**src/rtl/c16_rom_loader.sv**
```systemverilog
// ROM download sequencer: routes a 32 KB host image (BASIC then KERNAL) to the C16
// core's ROM write port, keeps the core in reset while loading, and gathers load statistics.
module c16_rom_loader #(
    parameter logic [7:0] ROM_INDEX   = 8'd0,
    parameter int         HOLD_CYCLES = 1024
) (
    input  logic        CLK28,
    input  logic        RESET,
    input  logic        ioctl_download,
    input  logic [7:0]  ioctl_index,
    input  logic        ioctl_wr,
    input  logic [15:0] ioctl_addr,
    input  logic [7:0]  ioctl_dout,
    output logic [13:0] dl_addr,
    output logic [7:0]  dl_data,
    output logic        basic_dl_write,
    output logic        kernal_dl_write,
    output logic        core_reset,
    output logic        busy,
    output logic        done,
    output logic        overflow,
    output logic [7:0]  checksum,
    output logic [15:0] byte_count
);

    // state | meaning
    // IDLE  | waiting for a rising ioctl_download with a matching index
    // LOAD  | host streaming; bytes routed to BASIC/KERNAL, core held in reset
    // HOLD  | download finished; core kept in reset while the hold timer runs out
    localparam logic [1:0] ST_IDLE = 2'd0;
    localparam logic [1:0] ST_LOAD = 2'd1;
    localparam logic [1:0] ST_HOLD = 2'd2;

    localparam logic [15:0] HOLD_INIT = 16'(HOLD_CYCLES - 1);

    logic [1:0]  state_q, state_d;
    logic        dl_prev_q, dl_prev_d;
    logic [15:0] hold_cnt_q, hold_cnt_d;
    logic [13:0] dl_addr_q, dl_addr_d;
    logic [7:0]  dl_data_q, dl_data_d;
    logic        basic_wr_q, basic_wr_d;
    logic        kernal_wr_q, kernal_wr_d;
    logic        core_reset_q, core_reset_d;
    logic        busy_q, busy_d;
    logic        done_q, done_d;
    logic        overflow_q, overflow_d;
    logic [7:0]  checksum_q, checksum_d;
    logic [15:0] byte_count_q, byte_count_d;

    logic start;

    assign start = ioctl_download & ~dl_prev_q & (ioctl_index == ROM_INDEX);

    always_comb begin
        state_d      = state_q;
        dl_prev_d    = ioctl_download;
        hold_cnt_d   = hold_cnt_q;
        dl_addr_d    = dl_addr_q;
        dl_data_d    = dl_data_q;
        basic_wr_d   = 1'b0;
        kernal_wr_d  = 1'b0;
        core_reset_d = core_reset_q;
        busy_d       = busy_q;
        done_d       = done_q;
        overflow_d   = overflow_q;
        checksum_d   = checksum_q;
        byte_count_d = byte_count_q;

        case (state_q)
            ST_IDLE: begin
                if (start) begin
                    state_d      = ST_LOAD;
                    checksum_d   = 8'h00;
                    byte_count_d = 16'h0000;
                    overflow_d   = 1'b0;
                    done_d       = 1'b0;
                    core_reset_d = 1'b1;
                    busy_d       = 1'b1;
                end
            end

            ST_LOAD: begin
                if (ioctl_wr) begin
                    if (ioctl_addr[15]) begin
                        overflow_d = 1'b1;
                    end else begin
                        // Bit 14 of the file offset selects KERNAL over BASIC.
                        dl_addr_d   = ioctl_addr[13:0];
                        dl_data_d   = ioctl_dout;
                        basic_wr_d  = ~ioctl_addr[14];
                        kernal_wr_d = ioctl_addr[14];
                        checksum_d  = checksum_q + ioctl_dout;
                        if (byte_count_q != 16'hFFFF) begin
                            byte_count_d = byte_count_q + 16'd1;
                        end
                    end
                end
                if (!ioctl_download) begin
                    state_d    = ST_HOLD;
                    hold_cnt_d = HOLD_INIT;
                end
            end

            ST_HOLD: begin
                if (start) begin
                    // Restart without releasing the core: core_reset stays high.
                    state_d      = ST_LOAD;
                    checksum_d   = 8'h00;
                    byte_count_d = 16'h0000;
                    overflow_d   = 1'b0;
                    done_d       = 1'b0;
                end else if (hold_cnt_q == 16'd0) begin
                    state_d      = ST_IDLE;
                    core_reset_d = 1'b0;
                    busy_d       = 1'b0;
                    done_d       = 1'b1;
                end else begin
                    hold_cnt_d = hold_cnt_q - 16'd1;
                end
            end

            default: begin
                state_d      = ST_IDLE;
                core_reset_d = 1'b0;
                busy_d       = 1'b0;
            end
        endcase
    end

    always_ff @(posedge CLK28) begin
        if (RESET) begin
            state_q      <= ST_IDLE;
            dl_prev_q    <= 1'b0;
            hold_cnt_q   <= 16'h0000;
            dl_addr_q    <= 14'h0000;
            dl_data_q    <= 8'h00;
            basic_wr_q   <= 1'b0;
            kernal_wr_q  <= 1'b0;
            core_reset_q <= 1'b0;
            busy_q       <= 1'b0;
            done_q       <= 1'b0;
            overflow_q   <= 1'b0;
            checksum_q   <= 8'h00;
            byte_count_q <= 16'h0000;
        end else begin
            state_q      <= state_d;
            dl_prev_q    <= dl_prev_d;
            hold_cnt_q   <= hold_cnt_d;
            dl_addr_q    <= dl_addr_d;
            dl_data_q    <= dl_data_d;
            basic_wr_q   <= basic_wr_d;
            kernal_wr_q  <= kernal_wr_d;
            core_reset_q <= core_reset_d;
            busy_q       <= busy_d;
            done_q       <= done_d;
            overflow_q   <= overflow_d;
            checksum_q   <= checksum_d;
            byte_count_q <= byte_count_d;
        end
    end

    assign dl_addr         = dl_addr_q;
    assign dl_data         = dl_data_q;
    assign basic_dl_write  = basic_wr_q;
    assign kernal_dl_write = kernal_wr_q;
    assign core_reset      = core_reset_q;
    assign busy            = busy_q;
    assign done            = done_q;
    assign overflow        = overflow_q;
    assign checksum        = checksum_q;
    assign byte_count      = byte_count_q;

endmodule

```
**config.mk**
```make
export PLATFORM = sky130hd
export DESIGN_NAME = c16_rom_loader
export DESIGN_NICKNAME = d
export VERILOG_FILES = /design/src/rtl/c16_rom_loader.sv
export SDC_FILE = /design/constraint.sdc
export NUM_CORES = 1
export LEC_CHECK = 0
export ABC_AREA = 1
export BUFFER_PORTS_ARGS = -buffer_cell sky130_fd_sc_hd__buf_2
export CORE_MARGIN = 2
export CORE_UTILIZATION = 45
export CTS_CLUSTER_DIAMETER = 150
export CTS_CLUSTER_SIZE = 20
export DETAILED_ROUTE_END_ITERATION = 6
export PLACE_DENSITY = 0.68
export SLEW_MARGIN = 20
export SYNTH_ARGS = -nofsm -noshare
export SYNTH_HDL_FRONTEND = slang
export SYNTH_SLANG_ARGS = --single-unit
```
**constraint.sdc**
```tcl
create_clock -name CLK28 -period 1.8 [get_ports CLK28]
set_clock_uncertainty 0.05 [all_clocks]
set_input_delay 0.09 -clock CLK28 [delete_from_list [all_inputs] [get_ports CLK28]]
set_output_delay 0.09 -clock CLK28 [all_outputs]
set_load 0.03 [all_outputs]
```
Yosys cells after proc, flatten, opt, wreduce, memory -nomap -nowiden
Cells that the tools add are included.
{ "totals": {"reg_bits": 70, "in_bits": 36} }
{ "op_classes": {"n_addsub": 3, "n_eq_ne": 14, "muxes": 29, "bitwise_logic": 7, "n_reduce_logical": 16} }
{ "op_table": {"columns": ["operator", "count"], "rows": [
  ["two-way mux 16 bit", 7],
  ["one-hot mux 16 bit (2 select lines)", 2],
  ["two-way mux 8 bit", 3],
  ["!= test 2 bit (second input constant)", 9],
  ["adder 16 x 1 -> 16 bit (second input constant)", 1],
  ["zero test 16 bit", 1],
  ["!= test 16 bit (second input constant)", 1],
  ["one-hot mux 8 bit (2 select lines)", 1],
  ["AND reduction 4 bit", 4],
  ["subtractor 16 x 1 -> 16 bit (second input constant)", 1],
  ["AND reduction 3 bit", 3],
  ["adder 8 bit", 1],
  ["zero test 8 bit", 1],
  ["two-way mux 1 bit", 8],
  ["two-way mux 2 bit", 4],
  ["one-hot mux 2 bit (3 select lines)", 1],
  ["nonzero test 2 bit", 3],
  ["NOT 1 bit", 5],
  ["AND reduction 5 bit", 1],
  ["one-hot mux 1 bit (2 select lines)", 2],
  ["OR reduction 4 bit", 1],
  ["!= test 3 bit (second input constant)", 1],
  ["one-hot mux 1 bit (3 select lines)", 1],
  ["bitwise AND 1 bit", 2],
  ["5 further kinds", 5]
]} }

Depth between registers and ports, before layout
{ "logic_depth": {"ltp_word": 5, "ltp_mapped": 11} }

Least setup slack after synthesis
Ideal clock, no wire load.
{ "synth_path": {"kind": "register to register", "start": "register byte_count_q[7] (netlist: byte_count[7])", "end": "register byte_count_q[14] (netlist: byte_count[14])", "arrival_ps": 1606, "setup_slack_ps": 3, "stages_incl_launch_ff": 9, "path_buffers": 1, "path_cell_list": "dfxtp_1 -> nand2_1 -> nor3_4 -> nand4_4 -> nand2_4 -> inv_2 -> buf_6 -> nand2_1 -> a21oi_2"} }
{ "synth_between": {"elab_chain_len": 5, "word_cells_on_any_way": 8} }
{ "synth_rtl": {"columns": ["item", "line_no", "rtl"], "rows": [
  ["start: declaration", "48", "logic [15:0] byte_count_q, byte_count_d;"],
  ["start signal: assignment", "158", "byte_count_q <= byte_count_d;"],
  ["adder 16 x 1 -> 16 bit", "94", "byte_count_d = byte_count_q + 16'd1;"],
  ["two-way mux 16 bit", "93", "if (byte_count_q != 16'hFFFF) begin"],
  ["two-way mux 16 bit", "84", "if (ioctl_addr[15]) begin"],
  ["two-way mux 16 bit", "83", "if (ioctl_wr) begin"],
  ["one-hot mux 16 bit (2 select lines)", "69", "case (state_q)"]
]} }
Parallel ways exist; a longest one is shown, timed or not. The select of a mux whose other input is x is not followed.
A chain may end at the register's enable or synchronous reset.

Worst setup path after layout
{ "layout_path": {"start": "input port ioctl_dout[0]", "end": "register checksum_q[6] (netlist: checksum[6])"} }
{ "layout_between": {"elab_chain_len": 4} }
{ "layout_rtl": {"columns": ["item", "line_no", "rtl"], "rows": [
  ["start: declaration", "13", "input logic [7:0] ioctl_dout,"],
  ["adder 8 bit", "92", "checksum_d = checksum_q + ioctl_dout;"],
  ["two-way mux 8 bit", "84", null],
  ["two-way mux 8 bit", "83", null],
  ["one-hot mux 8 bit (2 select lines)", "69", null],
  ["end signal: assignment", "157", "checksum_q <= checksum_d;"],
  ["end: declaration", "47", "logic [7:0] checksum_q, checksum_d;"]
]} }
Every way passes these cells. The select of a mux whose other input is x is not followed.

==> impl.org <==
** Die
- Floorplan die area :: 9380 sq um
- Cell Rows :: 33
- Initial core utilization :: between 40% and 50%
- The die is just under 100 um wide.
- Core Region :: 8300 sq um
- Height of the chip :: approximately 97 um
- Pin placement for this block handled 88 I/O pins.

** Critical path
- Startpoint-to-endpoint class of the critical path :: primary input to register
- The critical path goes through dlygate4sd3_1 > buf_2 > ha_4 > fa_2 > nand4_1 > nand3_1 > a21oi_1 > o21ai_0 > a21oi_1.
- Peak per-stage delay on the critical path :: 0.54 ns
- Critical Path Start :: ioctl_dout[0]
- The worst setup path is launched from a primary input.
- Crit path max-delay family :: buffers and inverters
- Critical Path Most Common Cell :: sky130_fd_sc_hd__a21oi_1
- Number of buffers and inverters on the critical path :: 2
- Setup slack on the worst reg-to-reg path comes out at 0.12 ns.
- Worst endpoint data arrival time :: slightly below 2 ns
- For this design, the slowest cell found on the critical path is sky130_fd_sc_hd__dlygate4sd3_1.
- In this run the critical register-to-register path is launched from hold_cnt_q[0]$_SDFFE_PP0P_.
- Maximum fanout along the worst path :: 3
- Endpoint required time on the critical path :: 2.03 ns
- Crit. End Element :: register

** STA
- Crit share post-route :: about 95%
- Fin Hold WS :: 0.0237 ns
- Measured against its own limit, the worst slew margin works out to 65.6%.
- Setup repair after global routing left no endpoint under its margin.
- After routing, the total negative slack on setup checks comes to 0 ns.
- # setup viols final :: 0
- The worst path in the final design needs a cycle of 1.70 ns, including I/O delays and setup.
- Number of failing hold endpoints at the final stage :: 0
- Highest attainable clock frequency :: 588 MHz
- Slew at the pin closest to its max-slew limit :: 0.515 ns
- The number of slew-limit violations in the final report was 0.

** Clock network
- CTS root buf :: sky130_fd_sc_hd__clkbuf_8
- TritonCTS built the clock tree.
- CTS max path bufs :: 2
- Skew-Pair Late Insertion Delay :: 0.36 ns
- Buffers inserted by post-CTS timing repair :: 0
- In this run, CTS created clock tree buffers numbering 9.
- CTS sink cnt :: 70
- The H-tree was split into 3 levels.
- Clock-pin slew of the registers on the worst-case setup and hold paths :: 0.08 ns

** GRT
- Global routing consumed, over all layers together, 21.3% of the routing resources.
- Remaining Overflow, GRT :: 0
- The via count of the first global-routing pass came to around 3.9k.
- Pin count of the biggest net entering global routing :: 39
- The number of antenna violations at the first check in global routing is 0.
- First-pass GRT wire length :: 16900 um

** Drt
- After detailed routing, the number of vias per cell comes to 5.05.
- Summing over every cut layer, the via total after detailed routing is 4164.
- The routed design has between 10000 and 15000 um of wire.
- Detailed Route Iter0 Violations :: about 130
- Post-route DRC violation count :: 0
- Count of TritonRoute iterations in the first routing pass :: 5
- Number of antenna-violating nets in the routed design :: 0
- Average wire per standard cell :: 12.4 um

** Yosys
- Flop and latch count out of synthesis :: 70
- The cell area that synthesis handed to floorplanning was around 3900 sq um.
- During synthesis, Yosys emitted a total of 0 warnings.
- Commonest register cell after synthesis :: sky130_fd_sc_hd__dfxtp_1
- A synthesized cell averages about 6.7 sq um.
- When the netlist entered floorplanning its net count stood at ~630.
- Number of instances in the synthesized netlist :: 581
- After synthesis, the netlist uses 39 different library cells.
- Number of flops mapped to enable cells by yosys :: 0
- Seq/Total Area, Yosys :: 36.1%
- Counting flops with an async set or reset pin after synthesis yields a share of 0%.

** Finish
- Compared with the post-synthesis result, the final layout area differs by 31.3%.
- Fraction of layout cells with a size suffix above 1 :: approximately 25%
- The repair_antennas step left the layout with diodes totalling 0.
- NumNets Final :: 761

** Power
- VDD sags by at most 412 uV.
- Summed over all cells, the static leakage comes to 2.37 nW.
- In this run the power density over the cells is approximately 620 nW/um^2.
- After layout, the design draws a total of between 3 and 4 mW.

** Place
- The wire-length estimate of the detail-placed layout is approximately 7000 um.
- Input and output buffers added on the ports amount to 87.
- Routability-driven placement finished with a final weighted congestion of 0.888.

** Job
- Max capacitance violation total :: 0

** Hold path
- In this run the worst hold path is classified as primary input to register.
- The worst hold path begins at ioctl_dout[1].

** Run status
- The run finished with clean final reports.
[where the power goes]
| group | internal [mW] | switching, mW |
|---|---|---|
| Combinational | 0.125 | 0.148 |
| Clock | 0.657 | 0.675 |
| Sequential | 1.55 | 0.00460 |
| Total | 2.34 | 0.827 |
[tightest hold or removal path: cells and delay by family]
| kind | cells | cell delay [ns] |
|---|---|---|
| AOI/OAI and AO/OA | 1 | 0.09 |
| buffers and inverters | 1 | 0.13 |
| and+or+nand+nor | 1 | 0.08 |
[registers in the layout, indices dropped and copies added, names as in the netlist]
name / cells
byte_count: 16
basic_dl_write: 1
dl_prev_q: 1
dl_addr: 14
state_q: 2
kernal_dl_write: 1
busy: 1
hold_cnt_q: 16
checksum: 8
done: 1
dl_data: 8
overflow: 1
[cell usage after synthesis, types with 2 or more instances]
| cell | instances | share of area [%] |
|---|---|---|
| sky130_fd_sc_hd__dfxtp_1 | 70 | 36 |
| sky130_fd_sc_hd__nor2_1 | 110 | 11 |
| sky130_fd_sc_hd__buf_6 | 2 | 0.58 |
| sky130_fd_sc_hd__a21oi_2 | 10 | 2.3 |
| sky130_fd_sc_hd__buf_2 | 3 | 0.39 |
| sky130_fd_sc_hd__inv_1 | 46 | 4.4 |
| sky130_fd_sc_hd__nand3_1 | 41 | 5.3 |
| sky130_fd_sc_hd__buf_4 | 3 | 0.58 |
| sky130_fd_sc_hd__a21oi_1 | 36 | 4.6 |
| sky130_fd_sc_hd__nand2_4 | 3 | 0.87 |
| sky130_fd_sc_hd__clkbuf_1 | 10 | 0.97 |
| sky130_fd_sc_hd__a31oi_1 | 2 | 0.32 |
| sky130_fd_sc_hd__ha_1 | 9 | 2.9 |
| sky130_fd_sc_hd__nor3_1 | 3 | 0.39 |
| sky130_fd_sc_hd__or2_2 | 3 | 0.48 |
| sky130_fd_sc_hd__o21ai_0 | 35 | 4.5 |
| sky130_fd_sc_hd__inv_2 | 3 | 0.29 |
| sky130_fd_sc_hd__nand2_1 | 146 | 14 |
| sky130_fd_sc_hd__nor3b_1 | 2 | 0.39 |
| sky130_fd_sc_hd__nand3b_1 | 3 | 0.58 |
| sky130_fd_sc_hd__nand4_1 | 11 | 1.8 |
| sky130_fd_sc_hd__xor2_1 | 9 | 2.0 |
| sky130_fd_sc_hd__nand2_2 | 5 | 0.81 |
[kinds of logic (layout without fill, tap and decap cells)]
logic type               Yosys count  in the layout  synth area share (%)
XOR/XNOR                          10             10                  2.26
AO/OA/AOI/OAI                     86             86                  12.3
buffers and inverters             71            210                  8.19
AND/OR/NAND/NOR                  334            334                  37.7
adder cells (fa/ha/maj)           10             10                  3.42
flip-flops                        70             70                  36.1
[metal layers]
layer  track usage (%)  wire length (um)  vias up
met2              37.7              4930      119
li1                  -                 -     2142
met4              7.69               192        0
met1              25.9              4590     1889
met5                 0                 0        -
met3              3.47               512       14
[metrics by stage]
stage	worst slack, ns	util, %	instances	cell area (sq um)
final	0.0985	61.4	825	5090
after global routing	0.000898	61.4	825	5090
after CTS	0.0407	60.5	824	5020
after detailed placement	0.0783	55.0	783	4560
after global placement	0.121	55.0	783	4560
after floorplan	0.00331	-	581	3880
[layout by cell type, fill, tap and decap left out, drive strengths merged]
cell	netlist	final
clkinv	2	5
nand3b	4	4
fa	1	1
ha	9	9
and2	1	1
a21boi	1	1
a21oi	46	46
o21ai	36	36
xor2	9	9
nand4	12	12
o21bai	1	1
clkinvlp	0	3
dlygate4sd3	0	25
clkbuf	10	9
inv	49	50
or2	3	3
dfxtp	70	70
nor3b	2	2
bufinv	0	1
nand3	41	41
xnor2	1	1
nor2	112	112
nor3	5	5
a31oi	2	2
buf	10	117
nand2	154	154
[area by class of cell]
cell class | instances | area, sq um
multi-input combinational | 440 | 2220
timing repair inverter | 1 | 7.51
clock buffer | 9 | 124
timing repair buffer | 142 | 923
inverter | 51 | 200
clock inverter | 7 | 81.3
tap | 105 | 131
fill | 762 | 3200
sequential | 70 | 1400
[repair_timing]
| action | CTS | global route |
|---|---|---|
| gates resized for setup | 0 | 17 |
| setup endpoints to repair | 0 | 28 |
| hold endpoints to repair | 25 | 0 |
| hold buffers | 25 | 0 |
[final timing paths]
kind                                 endpoint  depth (start not counted)
hold reg to reg             done$_SDFFE_PP0P_                          2
hold / removal        dl_data[1]$_SDFFE_PP0P_                          3
setup reg to reg  hold_cnt_q[12]$_SDFFE_PP0P_                          9
setup / recovery     checksum[6]$_SDFFE_PP0P_                          9
(Power assumes the default switching activity.)
